**src/rtl/led_feedback_arbiter.sv**
```systemverilog
// led_feedback_arbiter: shares one feedback LED among N_SRC event sources,
// latching request pulses and playing an ON/GAP blink pattern per grant.
//
// Ports:
//   clk          system clock
//   reset_fixed  synchronous active-high reset
//   req          one-cycle request pulses, one bit per source
//   clear        synchronous flush of all pending requests
//   led_out      shared LED drive
//   grant        one-hot owner of the running pattern, 0 when idle
//   busy         high while a pattern is running (ON or GAP)
//   pending      latched requests not yet served
//   merged       one-cycle pulse when a req hits an already-pending source
//
// Build option: define LED_ARB_RR_EN for round-robin arbitration;
// otherwise fixed priority (lowest index first).
module led_feedback_arbiter #(
    parameter int N_SRC    = 4,
    parameter int ON_TIME  = 12_500_000,
    parameter int GAP_TIME = 2_500_000,
    parameter int BLINKS   = 1,
    parameter int CNT_W    = 24
) (
    input  logic             clk,
    input  logic             reset_fixed,
    input  logic [N_SRC-1:0] req,
    input  logic             clear,
    output logic             led_out,
    output logic [N_SRC-1:0] grant,
    output logic             busy,
    output logic [N_SRC-1:0] pending,
    output logic             merged
);

    typedef enum logic [1:0] {
        S_IDLE,
        S_ON,
        S_GAP
    } state_t;

    localparam logic [CNT_W-1:0] ON_END  = CNT_W'(ON_TIME);
    localparam logic [CNT_W-1:0] GAP_END = CNT_W'(GAP_TIME);
    localparam logic [CNT_W-1:0] T_ONE   = CNT_W'(1);
    localparam logic [3:0]       BLK     = 4'(BLINKS);

    state_t           state;
    state_t           state_d;
    logic [CNT_W-1:0] tmr;
    logic [CNT_W-1:0] tmr_d;
    logic [3:0]       bcnt;
    logic [3:0]       bcnt_d;
    logic             led_d;
    logic [N_SRC-1:0] grant_d;
    logic [N_SRC-1:0] served;
    logic [N_SRC-1:0] sel_oh;
    logic             any_pend;

    assign any_pend = |pending;

`ifdef LED_ARB_RR_EN
    localparam int PW = $clog2(N_SRC);

    logic [PW-1:0] ptr;
    logic [PW-1:0] sel_idx;
    logic [PW-1:0] cand;

    // Walk the search order backwards so the earliest candidate
    // after the pointer is the one left standing.
    always_comb begin
        sel_oh  = '0;
        sel_idx = ptr;
        cand    = '0;
        for (int k = N_SRC; k >= 1; k--) begin
            cand = PW'((int'(ptr) + k) % N_SRC);
            if (pending[cand]) begin
                sel_oh       = '0;
                sel_oh[cand] = 1'b1;
                sel_idx      = cand;
            end
        end
    end

    always_ff @(posedge clk) begin
        if (reset_fixed) begin
            ptr <= PW'(N_SRC - 1);
        end else if (|served) begin
            ptr <= sel_idx;
        end
    end
`else
    // Isolate the lowest set bit: fixed priority, index 0 first.
    assign sel_oh = pending & (~pending + N_SRC'(1));
`endif

    always_comb begin
        state_d = state;
        tmr_d   = tmr;
        bcnt_d  = bcnt;
        led_d   = led_out;
        grant_d = grant;
        served  = '0;
        unique case (state)
            S_IDLE: begin
                if (any_pend) begin
                    state_d = S_ON;
                    grant_d = sel_oh;
                    served  = sel_oh;
                    tmr_d   = T_ONE;
                    bcnt_d  = 4'd1;
                    led_d   = 1'b1;
                end
            end
            S_ON: begin
                if (tmr == ON_END) begin
                    state_d = S_GAP;
                    tmr_d   = T_ONE;
                    led_d   = 1'b0;
                end else begin
                    tmr_d = tmr + T_ONE;
                end
            end
            S_GAP: begin
                if (tmr == GAP_END) begin
                    if (bcnt < BLK) begin
                        state_d = S_ON;
                        bcnt_d  = bcnt + 4'd1;
                        tmr_d   = T_ONE;
                        led_d   = 1'b1;
                    end else if (any_pend) begin
                        // Hand over directly, no idle cycle between owners.
                        state_d = S_ON;
                        grant_d = sel_oh;
                        served  = sel_oh;
                        tmr_d   = T_ONE;
                        bcnt_d  = 4'd1;
                        led_d   = 1'b1;
                    end else begin
                        state_d = S_IDLE;
                        grant_d = '0;
                        tmr_d   = '0;
                        bcnt_d  = '0;
                    end
                end else begin
                    tmr_d = tmr + T_ONE;
                end
            end
            default: begin
                state_d = S_IDLE;
                grant_d = '0;
                led_d   = 1'b0;
            end
        endcase
    end

    always_ff @(posedge clk) begin
        if (reset_fixed) begin
            state   <= S_IDLE;
            tmr     <= '0;
            bcnt    <= '0;
            led_out <= 1'b0;
            grant   <= '0;
            busy    <= 1'b0;
            pending <= '0;
            merged  <= 1'b0;
        end else begin
            state   <= state_d;
            tmr     <= tmr_d;
            bcnt    <= bcnt_d;
            led_out <= led_d;
            grant   <= grant_d;
            busy    <= (state_d != S_IDLE);
            merged  <= |(req & pending);
            // A req arriving as its source is served stays pending.
            if (clear) begin
                pending <= '0;
            end else begin
                pending <= (pending & ~served) | req;
            end
        end
    end

endmodule

```
**config.mk**
```make
export PLATFORM = sky130hd
export DESIGN_NAME = led_feedback_arbiter
export DESIGN_NICKNAME = d
export VERILOG_FILES = /design/src/rtl/led_feedback_arbiter.sv
export SDC_FILE = /design/constraint.sdc
export NUM_CORES = 1
export LEC_CHECK = 0
export ABC_AREA = 1
export ABC_CLOCK_PERIOD_IN_PS = 2100
export CAP_MARGIN = 15
export CORE_ASPECT_RATIO = 2
export CORE_MARGIN = 1.5
export CORE_UTILIZATION = 61
export CTS_BUF_LIST = sky130_fd_sc_hd__clkbuf_8
export DETAILED_ROUTE_END_ITERATION = 12
export PLACE_DENSITY = 0.82
export SYNTH_ARGS = -nofsm -noshare
export SYNTH_HDL_FRONTEND = slang
export SYNTH_SLANG_ARGS = --single-unit
```
**constraint.sdc**
```tcl
create_clock -name clk -period 2.1 [get_ports clk]
set_input_delay 0.42 -clock clk [delete_from_list [all_inputs] [get_ports clk]]
set_output_delay 0.42 -clock clk [all_outputs]
set_load 0.01 [all_outputs]
```
# Word-level counts from Yosys, hierarchy flattened
# Index checks and enable logic that the tools add are counted.
# W data, S select, Z words.
[word_totals]
regBits = 41
latch_bits = 0
mem_bits_rw = 0
romBits = 0
mem_count = 0
[classes]
add_sub_neg = 3
multipliers = 0
n_div = 0
n_lt_le_gt_ge = 1
eq_ne = 8
shifts = 0
mux = 30
bitwise = 7
n_reduce_logical = 11
[op_table]
columns = ["op", "count"]
rows = [
  ["$mux W24", 3],
  ["$pmux W24 S3", 1],
  ["$mux W4", 9],
  ["$add A24 B1 Y24 const B", 1],
  ["$eq A24 B22 Y1 const B", 1],
  ["$eq A24 B24 Y1 const B", 1],
  ["$pmux W4 S2", 2],
  ["$and A4 B4 Y4", 3],
  ["$pmux W4 S3", 1],
  ["$mux W1", 9],
  ["$add A4 B1 Y4 const B", 2],
  ["$ne A2 B2 Y1 const B", 4],
  ["$not A4 Y4", 2],
  ["$reduce_or A4 Y1", 2],
  ["$mux W2", 3],
  ["$pmux W2 S3", 1],
  ["$lt A4 B1 Y1 const B", 1],
  ["$or A4 B4 Y4", 1],
  ["$reduce_and A2 Y1", 2],
  ["$reduce_and A4 Y1", 1],
  ["$reduce_bool A2 Y1", 2],
  ["$pmux W1 S3", 1],
  ["$reduce_and A3 Y1", 1],
  ["$reduce_bool A3 Y1", 1],
  ["5 further kinds", 5],
]

# Depth between registers and ports, before layout
# Gate-level depths: netlist of run 1.
[logic_depth]
word_depth = 10
depth_mapped = 12
depth_no_buf = 11

# Worst setup path before layout of run 1
# No wires, ideal clock.
[synth_path]
path_kind = "flip-flop to flip-flop"
from = "reg state[0]"
to = "reg tmr[14]"
setup_time_ps = 120
arrival_ps = 1555
slack_ps = 426
stages_incl_launch_ff = 9
period_less_slack_ps = 1674
path_cell_list = "dfxtp_1 -> inv_1 -> ha_1 -> nand4_4 -> nand2_4 -> buf_6 -> nor3_1 -> xor2_1 -> nor2_4"
[synth_via]
elab_chain_len = 3
elab_cells_between_ends = 7
classes_between = "eq/ne (3); mux (1); reduce/logical (3)"
[synth_lines]
columns = ["element", "line", "source"]
rows = [
  ["start: declaration", "46", "state_t state;"],
  ["start signal: assignment", "166", "state <= state_d;"],
  ["$eq A2 B2 Y1 (tied with other cells)", "102", "unique case (state)"],
  ["$reduce_bool A3 Y1 (no source line) / $ne A2 B2 Y1 (equally long branches)", "-", ""],
  ["$reduce_and A2 Y1 (no source line)", "-", ""],
  ["end signal: assignment", "167", "tmr <= tmr_d;"],
  ["end: declaration", "48", "logic [CNT_W-1:0] tmr;"],
]
# Parallel ways exist; a longest one is shown, timed or not.
# A chain may end at the register's enable or synchronous reset.

# Worst setup path in the final report of run 1
[layout_path]
from = "reg state[0]"
to = "reg tmr[5]"
# Same word-level chain as after synthesis.

==> results of run 1 <==
==> worst register-to-register path, cell delays in order (launching register included) <==
cell and delay [ns]:
sky130_fd_sc_hd__dfxtp_1 0.40, sky130_fd_sc_hd__inv_1 0.11, sky130_fd_sc_hd__ha_1 0.29, sky130_fd_sc_hd__nand4_4 0.15, sky130_fd_sc_hd__nand2_4 0.13, sky130_fd_sc_hd__nor3_1 0.39
sky130_fd_sc_hd__xor2_1 0.30, sky130_fd_sc_hd__nor2_4 0.06
==> cells in the mapped netlist <==
library cell / n
sky130_fd_sc_hd__clkbuf_1: 1
sky130_fd_sc_hd__ha_1: 9
sky130_fd_sc_hd__o22ai_1: 1
sky130_fd_sc_hd__inv_2: 5
sky130_fd_sc_hd__clkinv_1: 1
sky130_fd_sc_hd__a21oi_1: 10
sky130_fd_sc_hd__nand2_1: 88
sky130_fd_sc_hd__nand3b_1: 1
sky130_fd_sc_hd__buf_2: 1
sky130_fd_sc_hd__dfxtp_1: 41
sky130_fd_sc_hd__nor4_1: 1
sky130_fd_sc_hd__nor2_4: 11
sky130_fd_sc_hd__a21boi_0: 1
sky130_fd_sc_hd__nor2_2: 6
sky130_fd_sc_hd__nand2_8: 1
sky130_fd_sc_hd__nand4_1: 10
sky130_fd_sc_hd__xor2_1: 12
sky130_fd_sc_hd__o21ai_1: 1
sky130_fd_sc_hd__nor2_1: 64
sky130_fd_sc_hd__nand2_2: 4
sky130_fd_sc_hd__nand3_1: 26
sky130_fd_sc_hd__inv_1: 62
sky130_fd_sc_hd__nor3_1: 11
sky130_fd_sc_hd__o21ai_0: 13
sky130_fd_sc_hd__nand3_2: 1
sky130_fd_sc_hd__buf_12: 1
sky130_fd_sc_hd__nor3b_1: 1
sky130_fd_sc_hd__or2_2: 2
sky130_fd_sc_hd__a221oi_1: 1
sky130_fd_sc_hd__nand2_4: 5
sky130_fd_sc_hd__a31oi_1: 1
sky130_fd_sc_hd__nand4_4: 1
sky130_fd_sc_hd__buf_6: 1
==> stage by stage <==
step | utilization (%) | std cells | hold WS, ns | setup WS (ns)
6_report | 72.7 | 474 | 0.457 | 0.174
5_1_grt | 72.7 | 474 | 0.478 | 0.0358
4_1_cts | 72.7 | 474 | 0.463 | 0.193
3_5_place_dp | 69.5 | 466 | 0.452 | 0.214
3_3_place_gp | 69.5 | 466 | 0.437 | 0.229
2_1_floorplan | - | 395 | 0.455 | 0.426
==> per-layer routing <==
layer	part of all wire, %	vias up
met5	0	-
met4	6.2	0
met3	2.2	30
met2	56	60
met1	35	1163
li1	-	1271
==> path summary, 6_finish.rpt <==
| check | to | slack, ns |
|---|---|---|
| worst max register to register | tmr[5]$_SDFFE_PP0P_ | 0.17 |
| worst max-delay path | tmr[5]$_SDFFE_PP0P_ | 0.17 |
| worst min-delay path | led_out$_SDFFE_PP0P_ | 0.46 |
| worst min register to register | led_out$_SDFFE_PP0P_ | 0.46 |
==> cell type report <==
cell class / instances / area, sq um / area share (%)
Timing Repair Buffer: 23 / 215 / 7.17
Multi-Input combinational cell: 282 / 1510 / 50.4
Sequential cell: 41 / 821 / 27.3
Inverter: 68 / 255 / 8.50
Clock inverter: 3 / 65.1 / 2.17
Tap cell: 52 / 65.1 / 2.17
Clock buffer: 5 / 68.8 / 2.29
==> report_power, final <==
group / internal (W) / switching, W
Combinational: 0.000148 / 0.000255
Clock: 0.000472 / 0.000289
Sequential: 0.000815 / 0.0000294
Total: 0.00144 / 0.000574
==> cells by family after synthesis <==
| kind of cell | after synthesis |
|---|---|
| buf+inv | 72 |
| xor+xnor | 12 |
| flops | 41 |
| fa+ha+maj | 9 |
| simple gates | 233 |
| compound gates | 28 |
==> flip-flops by register name, summed over array words and instances (netlist names) <==
signal and cells:
bcnt 4, busy 1, grant 4, led_out 1, merged 1, pending 4
state 2, tmr 24
==> results.json, run 1 <==
{
  "min_path_type": "reg2reg",
  "whs_path_depth": 2,
  "initial_utilization_pct": 63.7,
  "tritoncts_clock_tree": "built",
  "achievable_frequency_ghz": 0.519,
  "worst_setup_path_startpoint": "state[0]$_SDFF_PP0_",
  "crit_type": "reg2reg",
  "first_pass_grt_wire_length_um": 10900,
  "worst-path-max-fanout": 14,
  "seq_area_frac_synth_pct": 31.2,
  "cp_num_cells": 7,
  "remaining_drc_errors": 0,
  "cp_data_required_time_ns": 2.29,
  "gp_congestion": 1.01,
  "cts.repair_timing.setup_buffer_count": 0,
  "floorplan.die_area_sq_um": 4740,
  "postSynthNetCount": 411,
  "timing.slew.headroom_pct": 69.1,
  "tightest_slew_ns": 0.460,
  "post_drt_via_cell_ratio": 5.32,
  "pin_count_of_the_biggest_net_entering_global_routing": 20,
  "routed-via-count": 2524,
  "layout_min_cycle_time_ns": 1.93,
  "place.port_buffers": 17,
  "syn2layout_area_growth_pct": 14.2,
  "min_period_over_period_pct": 91.7,
  "timing.final.max_slew_violations": 0,
  "ys_ff_latch": 41,
  "area_of_the_mapped_netlist_sq_um": 2630,
  "report.final.setup_viol": 0,
  "clk_latency_ns": 0.30,
  "path_buf_inv": 1,
  "fin_nets": 437,
  "use_met3_pct": 4.19,
  "final.setup_skew_ns": 0.00694,
  "htreeDepth": 2,
  "hpwlAfterDp_um": 5410,
  "fin_total_pwr_w": 0.00201,
  "netlist.area_leader.share_pct": 31.2,
  "yosysWarningCount": 0,
  "most-common-layout-cells": "sky130_fd_sc_hd__nand2_1, sky130_fd_sc_hd__nor2_1, sky130_fd_sc_hd__inv_1",
  "synth_compound_area_share_pct": 5.66,
  "ios": 18,
  "global_route.peak_usage_layer": "met2",
  "synth_top_family_by_area": "simple AND/OR/NAND/NOR gates",
  "cp_top_family": "simple AND/OR/NAND/NOR gates",
  "post_synth_fa_ha_maj_area_fraction_pct": 4.28,
  "number_of_antenna_violations_at_the_first_check_in_global_routing": 0,
  "synth_xor_xnor_area_share_pct": 4.00,
  "detail_route.wirelength_um": 6850,
  "ctsResizeCount": 0,
  "mostFrequentLayoutCell": "sky130_fd_sc_hd__nand2_1",
  "cts_hold_buffers_added": 0,
  "die_w_um": 49.4,
  "setup_tns_ns": 0,
  "synth.top_cells.by_area": "sky130_fd_sc_hd__dfxtp_1, sky130_fd_sc_hd__nand2_1, sky130_fd_sc_hd__nor2_1",
  "tritoncts_buffers": 5,
  "gr-usage-met1_pct": 25.3,
  "static-leakage-power_nw": 1.24,
  "critical_path.max_stage_delay_ns": 0.40,
  "grt.met2_usage_pct": 63.0,
  "vias_in_the_first_global_route": 2540,
  "unrepaired_setup_endpoints_after_global_routing": "no",
  "placedInstanceArea_sq_um": 2870,
  "finalHoldViolations": 0,
  "drt-wirelength-per-cell_um": 14.4,
  "route.antenna.remaining_nets": 0,
  "synth.mux.area_fraction_pct": 0,
  "fp.dieH_um": 95.8,
  "synth.largest_area_cell": "sky130_fd_sc_hd__dfxtp_1",
  "critical_path.slowest_cell": "sky130_fd_sc_hd__dfxtp_1",
  "r2r_startpoint": "state[0]$_SDFF_PP0_",
  "maximum_root_to_sink_buffer_count": 2,
  "critical_path.endpoint_type": "register",
  "core_region_area_sq_um": 4130,
  "post_route_cells_drive_above_1_share_pct": 11.8,
  "syn_area_per_cell_sq_um": 6.66,
  "globalRouteTotalUtil_pct": 30.7,
  "clkSinkCount": 41,
  "clkSlewWorstSetupHoldPaths_ns": 0.08,
  "fillers": 369,
  "grt_overflow_total": 0,
  "dr.first_iter.drc_count": 58,
  "drt_pre_antenna_iters": 5,
  "power_per_cell_area_nw_per_um2": 669,
  "post_route_cell_area_sq_um": 3000,
  "timing.critical_path.arrival_ns": 2.12,
  "synth-simple-area-share_pct": 43.6,
  "syn_inst": 395,
  "hold_path.startpoint": "led_out$_SDFFE_PP0P_",
  "vdd_drop_max_mv": 0.481,
  "critical_path_cell_by_cell": "inv_1 > ha_1 > nand4_4 > nand2_4 > nor3_1 > xor2_1 > nor2_4",
  "run_status": "finished clean",
  "maxCapViolations": 0,
  "diodes": 0,
  "ff2ff_path_depth": 7,
  "cp-start-kind": "register",
  "row_count": 33,
  "cts.root.buffer_cell": "sky130_fd_sc_hd__clkbuf_8",
  "netlist-cell-type-count": 33
}
Note: power is estimated with default switching activity, not from simulation.
==> run 2: changes to the inputs <==
- CTS_CLUSTER_SIZE: not set -> 12
- HOLD_SLACK_MARGIN: not set -> 0.05
==> results of run 2 <==
Final layout, timing and power as in run 1 (identical DEF).
